## config.mk

```make
export PLATFORM = sky130hd
export DESIGN_NAME = clk_counter_mc
export DESIGN_NICKNAME = d
export VERILOG_FILES = /design/src/rtl/clk_counter_pkg.sv /design/src/rtl/edge_sync.sv /design/src/rtl/clk_counter_mc.sv
export SDC_FILE = /design/constraint.sdc
export NUM_CORES = 1
export LEC_CHECK = 0
export ABC_AREA = 1
export BUFFER_PORTS_ARGS = -buffer_cell sky130_fd_sc_hd__buf_2
export CAP_MARGIN = 20
export CELL_PAD_IN_SITES_DETAIL_PLACEMENT = 1
export CELL_PAD_IN_SITES_GLOBAL_PLACEMENT = 2
export CORE_UTILIZATION = 40
export CTS_CLUSTER_SIZE = 10
export DETAILED_ROUTE_END_ITERATION = 16
export GPL_ROUTABILITY_DRIVEN = 0
export PLACE_DENSITY = 0.91
export SETUP_SLACK_MARGIN = 0.5
export SYNTH_ARGS = -nofsm -noshare
export SYNTH_HDL_FRONTEND = slang
export SYNTH_SLANG_ARGS = --single-unit
```

## constraint.sdc

```tcl
create_clock -name CLK -period 15 [get_ports CLK]
set_input_delay 1.5 -clock CLK [delete_from_list [all_inputs] [get_ports CLK]]
set_output_delay 1.5 -clock CLK [all_outputs]
set_load 0.02 [all_outputs]
```

## src/rtl/clk_counter_pkg.sv

```systemverilog
// Shared constants and helpers for the multi-channel event counter.
package clk_counter_pkg;

    localparam logic MODE_FREE  = 1'b0;
    localparam logic MODE_GATED = 1'b1;

    // Ceiling log2; returns 0 for inputs of 0 or 1.
    function automatic int unsigned clog2(input int unsigned value);
        int unsigned r;
        r = 0;
        while ((64'd1 << r) < 64'(value)) begin
            r++;
        end
        return r;
    endfunction

endpackage

```

## src/rtl/edge_sync.sv

```systemverilog
// Two-flop synchroniser followed by a single-cycle rising-edge pulse.
module edge_sync (
    input  logic clk,
    input  logic rst,
    input  logic async_in,
    output logic rise_c
);

    logic meta_q;
    logic sync_q;
    logic prev_q;

    always_ff @(posedge clk or posedge rst) begin
        if (rst) begin
            meta_q <= 1'b0;
            sync_q <= 1'b0;
            prev_q <= 1'b0;
        end else begin
            meta_q <= async_in;
            sync_q <= meta_q;
            prev_q <= sync_q;
        end
    end

    assign rise_c = sync_q & ~prev_q;

endmodule

```

## src/rtl/clk_counter_mc.sv

```systemverilog
// Multi-channel event counter with free-run and gated frequency-measurement modes.
module clk_counter_mc
    import clk_counter_pkg::*;
#(
    parameter int unsigned WIDTH       = 29,
    parameter int unsigned CHANNELS    = 4,
    parameter int unsigned DISP_BITS   = 8,
    parameter int unsigned GATE_CYCLES = 100000,
    parameter int unsigned SATURATE    = 0
) (
    input  logic                                                  CLK,
    input  logic                                                  RESET,
    input  logic [CHANNELS-1:0]                                   EV_IN,
    input  logic                                                  EN,
    input  logic                                                  CLR,
    input  logic                                                  MODE,
    input  logic [((CHANNELS > 1) ? clog2(CHANNELS) : 1)-1:0]     SEL,
    output logic [DISP_BITS-1:0]                                  DISP,
    output logic [WIDTH-1:0]                                      RESULT,
    output logic                                                  RESULT_VALID,
    output logic [CHANNELS-1:0]                                   OVF
);

    localparam int unsigned SEL_W  = (CHANNELS > 1) ? clog2(CHANNELS) : 1;
    localparam int unsigned GATE_W = clog2(GATE_CYCLES);
    localparam logic [GATE_W-1:0] GATE_LAST = GATE_W'(GATE_CYCLES - 1);
    localparam logic [WIDTH-1:0]  CNT_MAX   = '1;

    logic              mode_q;
    logic [GATE_W-1:0] gate_q;
    logic              valid_q;

    logic mode_chg_c;
    logic gate_run_c;
    logic terminal_c;

    logic [CHANNELS-1:0] rise_vec;
    logic [CHANNELS-1:0] ovf_vec;
    logic [WIDTH-1:0]    cnt_arr [CHANNELS];
    logic [WIDTH-1:0]    res_arr [CHANNELS];
    logic [WIDTH-1:0]    shown_c;

    // Shared control: mode change detect and the gate-window terminal cycle.
    always_comb begin
        mode_chg_c = (MODE != mode_q);
        gate_run_c = (MODE == MODE_GATED) && EN;
        terminal_c = !CLR && !mode_chg_c && gate_run_c && (gate_q == GATE_LAST);
    end

    always_ff @(posedge CLK or posedge RESET) begin
        if (RESET) begin
            mode_q  <= MODE_FREE;
            gate_q  <= '0;
            valid_q <= 1'b0;
        end else begin
            mode_q  <= MODE;
            valid_q <= terminal_c;
            if (CLR || mode_chg_c || (MODE == MODE_FREE)) begin
                gate_q <= '0;
            end else if (terminal_c) begin
                gate_q <= '0;
            end else if (gate_run_c) begin
                gate_q <= gate_q + GATE_W'(1);
            end
        end
    end

    for (genvar ch = 0; ch < CHANNELS; ch++) begin : g_ch
        logic [WIDTH-1:0] cnt_q;
        logic [WIDTH-1:0] res_q;
        logic             ovf_q;
        logic [WIDTH-1:0] inc_c;
        logic [WIDTH-1:0] sum_c;
        logic             hit_c;
        logic             wrap_c;

        edge_sync u_sync (
            .clk      (CLK),
            .rst      (RESET),
            .async_in (EV_IN[ch]),
            .rise_c   (rise_vec[ch])
        );

        // Counter value after this cycle's edge, wrapping or saturating at all-ones.
        always_comb begin
            hit_c  = EN && rise_vec[ch];
            wrap_c = hit_c && (cnt_q == CNT_MAX);
            inc_c  = cnt_q + WIDTH'(1);
            if (cnt_q == CNT_MAX) begin
                inc_c = (SATURATE != 0) ? CNT_MAX : '0;
            end
            sum_c = hit_c ? inc_c : cnt_q;
        end

        always_ff @(posedge CLK or posedge RESET) begin
            if (RESET) begin
                cnt_q <= '0;
                res_q <= '0;
                ovf_q <= 1'b0;
            end else if (CLR) begin
                cnt_q <= '0;
                res_q <= '0;
                ovf_q <= 1'b0;
            end else if (mode_chg_c) begin
                cnt_q <= '0;
            end else if (terminal_c) begin
                res_q <= sum_c;
                cnt_q <= '0;
                if (wrap_c) begin
                    ovf_q <= 1'b1;
                end
            end else begin
                cnt_q <= sum_c;
                if (wrap_c) begin
                    ovf_q <= 1'b1;
                end
            end
        end

        assign cnt_arr[ch] = cnt_q;
        assign res_arr[ch] = res_q;
        assign ovf_vec[ch] = ovf_q;
    end

    // Display mux: live count in free-run, latched result in gated mode; 0 for absent channels.
    always_comb begin
        shown_c = '0;
        for (int unsigned idx = 0; idx < CHANNELS; idx++) begin
            if (SEL == SEL_W'(idx)) begin
                shown_c = (MODE == MODE_GATED) ? res_arr[idx] : cnt_arr[idx];
            end
        end
    end

    assign RESULT       = shown_c;
    assign DISP         = shown_c[WIDTH-1 -: DISP_BITS];
    assign OVF          = ovf_vec;
    assign RESULT_VALID = valid_q;

endmodule

```

After elaboration in Yosys (flattened, before gate mapping)
Cells that the tools add are included.

word-level totals
  bits in writable memories = 0
  bits of input ports = 11
  ROM bits = 0
  memories kept = 0
  register bits after elaboration = 267
  word-level logic and storage cells = 134
  latch bits = 0

cells by class
  $mul = 0
  reductions and logical operators = 28
  eq/ne operators = 10
  shifts and indexed selects = 0
  bitwise operators = 9
  divide/modulo/power cells = 0
  multiplexer cells = 55
  $lt $le $gt $ge = 0
  add/sub/neg operators = 5

operator list
  kind                                                  count
  2-to-1 mux 29 bit                                     40
  adder 29 x 1 -> 29 bit (second input constant)        4
  equality test 29 bit (second input constant)          4
  2-to-1 mux 17 bit                                     3
  adder 17 x 1 -> 17 bit (second input constant)        1
  equality test 17 bit (second input constant)          1
  logical AND 1 bit                                     12
  2-to-1 mux 1 bit                                      12
  AND reduction 2 bit                                   5
  nonzero test 2 bit                                    5
  inverter 1 bit                                        5
  bitwise AND 1 bit                                     4
  equality test 2 bit (second input constant)           2
  nonzero test 3 bit                                    1
  equality test 2 x 1 -> 1 bit (second input constant)  1
  logical NOT 1 bit                                     2
  logical NOT 2 bit                                     1
  logical OR 1 bit                                      2
  inequality test 2 bit (second input constant)         1
  inequality test 1 bit                                 1

Logic depth before layout (Yosys ltp)
  depth after elaboration = 8
  gate-level depth with buffers = 11

Cells and area by module
Synthesis repeated with hierarchy kept, for this count alone.

second synthesis, totals
  cell total of the unflattened synthesis = 1989
  area, all modules = 15217.1 µm²

modules (own cells, without submodules)
  module          area each (µm²)  cells an instance  seq. area each (µm²)  times used
  clk_counter_mc  14861.8          1965               6381.1                1
  edge_sync       88.8             6                  75.1                  4

Worst setup path after synthesis
No wires, ideal clock.

  path kind = input -> output
  start = in MODE
  end = out RESULT[27]
  setup slack = 10.601 ns
  required time = 13.500 ns
  data arrival time = 2.899 ns
  stages on the path = 7
  cells stage by stage = inv_2 buf_2 clkbuf_1 buf_2 nor2_1 o2111ai_1 buf_4

on the way
  word-level cells in the longest chain between the ends = 5
  elaborated cells between the ends (all ways) = 8
  those cells by class = mux: 8

ends and longest elaborated chain
  element                         line                   source
  from (decl)                     clk_counter_mc.sv:16   input logic MODE,
  2-to-1 mux 29 bit               clk_counter_mc.sv:130  shown_c = (MODE == MODE_GATED) ? res_arr[idx] : cnt_arr[idx];
  2-to-1 mux 29 bit (3 in a row)  clk_counter_mc.sv:129  if (SEL == SEL_W'(idx)) begin
  2-to-1 mux 29 bit *             clk_counter_mc.sv:129
  to (decl)                       clk_counter_mc.sv:19   output logic [WIDTH-1:0] RESULT,

Mark *: on every way between the ends. The rest lies on a longest branch, timed or not.

Worst setup path in the final report
  start = in MODE
  end = out DISP[6]

on the way
  word-level cells in the longest chain between the ends = 5
  elaborated cells between the ends (all ways) = 8
  those cells by class = mux: 8

ends and longest elaborated chain
  element                         line                   source
  2-to-1 mux 29 bit               clk_counter_mc.sv:130
  2-to-1 mux 29 bit (3 in a row)  clk_counter_mc.sv:129
  2-to-1 mux 29 bit *             clk_counter_mc.sv:129
  to (decl)                       clk_counter_mc.sv:18   output logic [DISP_BITS-1:0] DISP,

Marked as above.

==> results.ini <==
[power]
p_per_area_mw_per_mm2 = 93.0
p_leak_nw = 7.00
max-vdd-ir-drop_v = 0.0000861

[clock_network]
cts_root_buffer = clkbuf_16
clk_path_buf_depth = 3
htreeDepth = 1
post_cts_buffers = 0
clkSinkCount = 267
cts_buffers = 31
hold_buffers = 0
insertion_delay_ps = 590
clk_pin_slew_worst_paths_ps = 50
ctsResizeCount = 0
cts_tree = yes

[synthesis]
synth_xor_area_frac = 0.0351
synth_seq_area_share = 0.447
ys_async_sr_fraction = 1.00
synth_compound_area_frac = 0.119
synth_top_family_by_area = simple AND/OR/NAND/NOR gates
synthMuxAreaShare = 0.000669
syn_avg_cell_area_sq_um = 7.62
synth_nets = 1978
synthSimpleGateAreaFrac = 0.312
yosys_warnings = 0
syn_inst = 1962
synth_area_sq_mm = 0.0150
synth.distinct_cells = 41
synth_edf_count = 0
ys_ff_latch = 267
synth_ff_type = dfrtp_1
synthAdderAreaFrac = 0.00418

[critical_path]
worst_setup_path_start_kind = primary input
critPathKind = in2out
required_ps = 13500
cp_data_arrival_time_ps = 4620
worstPathMaxFanout = 104
crit_path_end_kind = primary output

[route]
firstDrtPassIters = 5
wl_per_cell_um = 22.0
drc_errors = 0
ant_nets = 0
vias_per_cell = 5.79
vias = 14092
drt_wl_total_um = 53500
initialDrtViolationCount = 975

[global_route]
grt_pass1_wl_um = 84400
overflow = 0
grt_pass1_vias = 14329
antenna_found_initial = 1
grt_max_degree = 126
grt.total_usage = 0.286

[die]
io_pins = 53
std_cell_rows = 70
dieArea_sq_mm = 0.0382
core_area_sq_mm = 0.0367
start_util = 0.408
die_w_um = 195
die_height_um = 195

[timing]
fin_crit_sh = 0.408
slew_headroom = 0.273
skew_ps = 21.0
tns_ps = 0
rsz0062_at_grt = no
setup_viol = 0
fin_crit_ps = 6120
hold_viol_final = 0
tightestPinTransition_ps = 1090
slew_viol_final = 0
fmax_mhz = 163

[worst_hold_path]
worstHoldPathType = reg2reg

[layout]
drive_above_1_share = 0.0789
register_area_sq_mm = 0.00668
postLayoutCoreUtil = 0.442
finalInstanceArea_sq_mm = 0.0162
area_delta_synth_final_pct = 8.36
antenna_cells = 0
multiInputGateArea_sq_mm = 0.00705
fill_cells = 4577
final_net_count = 1971

[placed_design]
dpl_cell_area_sq_mm = 0.0153
numPortBuffers = 52
hpwl_um = 37500

[flow_run]
maxCapViolations = 0

[status]
status = finished clean

## registers in the layout, summed over array words and instances (netlist names)
name / flops
g_ch.cnt_q: 116
g_ch.res_q: 116
gate_q: 17
g_ch.ovf_q: 4
g_ch.u_sync.meta_q: 4
g_ch.u_sync.prev_q: 4
g_ch.u_sync.sync_q: 4
RESULT_VALID: 1
mode_q: 1
## worst paths after layout
kind / end / cells after the start / start / slack (ps)
max: DISP[6] / 7 / MODE / 8880
min: g_ch[2].u_sync.sync_q / 0 / g_ch[2].u_sync.meta_q / 360
max reg2reg: g_ch[0].cnt_q[24] / 10 / gate_q[0] / 11570
min reg2reg: g_ch[2].u_sync.sync_q / 0 / g_ch[2].u_sync.meta_q / 360
max in group asynchronous: g_ch[0].res_q[17] / 5 / RESET / 11700
min in group asynchronous: gate_q[15] / 2 / RESET / 1110
## Yosys cell counts (29+ instances only)
cell / n / area [sq um]
nand2_1: 391 / 1470
dfrtp_1: 267 / 6680
nor2_1: 262 / 983
nand3_1: 251 / 1260
inv_1: 171 / 642
o21ai_0: 102 / 510
nand4_1: 57 / 357
o21ai_1: 54 / 270
xor2_1: 52 / 455
a21oi_1: 48 / 240
o211ai_1: 39 / 293
clkbuf_1: 36 / 135
nor3_1: 29 / 145
## report_power, final
| part | switching (mW) | internal (mW) | total [mW] | leakage [nW] |
|---|---|---|---|---|
| sequential | 0.00231 | 0.723 | 0.725 | 3.70 |
| clock | 0.301 | 0.374 | 0.675 | 0.407 |
| combinational | 0.0859 | 0.0214 | 0.107 | 2.89 |
| total | 0.389 | 1.12 | 1.51 | 7.00 |
## layer usage
metal  wire (um)  global-route usage  part of all wire  vias to the layer above
li1            -                   -                 -                     6508
met1       24600               0.401              0.46                     7186
met2       24700               0.461              0.46                      323
met3        2530              0.0351             0.047                       75
met4        1730              0.0892             0.032                        0
met5           0                   0                 0                        -
## logic make-up (layout without fill, tap and decap cells)
| logic type | count (synthesis) | count (layout) |
|---|---|---|
| multiplexers | 1 | 1 |
| buffers and inverters | 283 | 285 |
| AND/OR/NAND/NOR | 1041 | 1041 |
| AO/OA/AOI/OAI | 305 | 305 |
| adder cells (fa/ha/maj) | 5 | 5 |
| XOR/XNOR | 60 | 60 |
| flip-flops | 267 | 267 |
## layout make-up
class | instances | area share
Multi-Input combinational cell | 1412 | 0.435
Sequential cell | 267 | 0.412
Clock buffer | 40 | 0.0506
Inverter | 177 | 0.0417
Tap cell | 468 | 0.0361
Timing Repair Buffer | 66 | 0.0238
Clock inverter | 2 | 0.000849
## layout by cell type, fill, tap and decap left out, types with 2 or more instances in the layout
| cell | count |
|---|---|
| a21oi_1 | 48 |
| buf_2 | 52 |
| buf_4 | 13 |
| clkbuf_1 | 8 |
| clkbuf_16 | 31 |
| clkinv_2 | 2 |
| dfrtp_1 | 267 |
| ha_1 | 5 |
| inv_1 | 170 |
| inv_2 | 3 |
| nand2_1 | 391 |
| nand2_2 | 2 |
| nand3_1 | 251 |
| nand3_2 | 10 |
| nand3_4 | 2 |
| nand3b_1 | 3 |
| nand4_1 | 57 |
| nor2_1 | 261 |
| nor2_2 | 17 |
| nor2_4 | 8 |
| nor3_1 | 29 |
| o2111ai_1 | 27 |
| o211ai_1 | 39 |
| o21ai_0 | 102 |
| o21ai_1 | 54 |
| o21bai_1 | 3 |
| o22ai_1 | 28 |
| or2_2 | 5 |
| xnor2_1 | 8 |
| xor2_1 | 52 |
## stage by stage
stage               hold slack [ps]  cells  total power [mW]  worst slack, ps
global route                    371   2432              1.55             8740
CTS                             361   2431              1.52             8930
finish                          358   2432              1.51             8880
global placement                335   2389             0.843             8800
floorplan                       331   1962             0.808             6150
detailed placement              339   2389             0.845             8770
## worst max-delay path, cell delays in order
cell and delay [ps]:
buf_2 80, buf_4 770, inv_4 390, buf_4 580, o21ai_0 680, o2111ai_1 250
buf_2 220
Note: power is estimated with default switching activity, not from simulation.
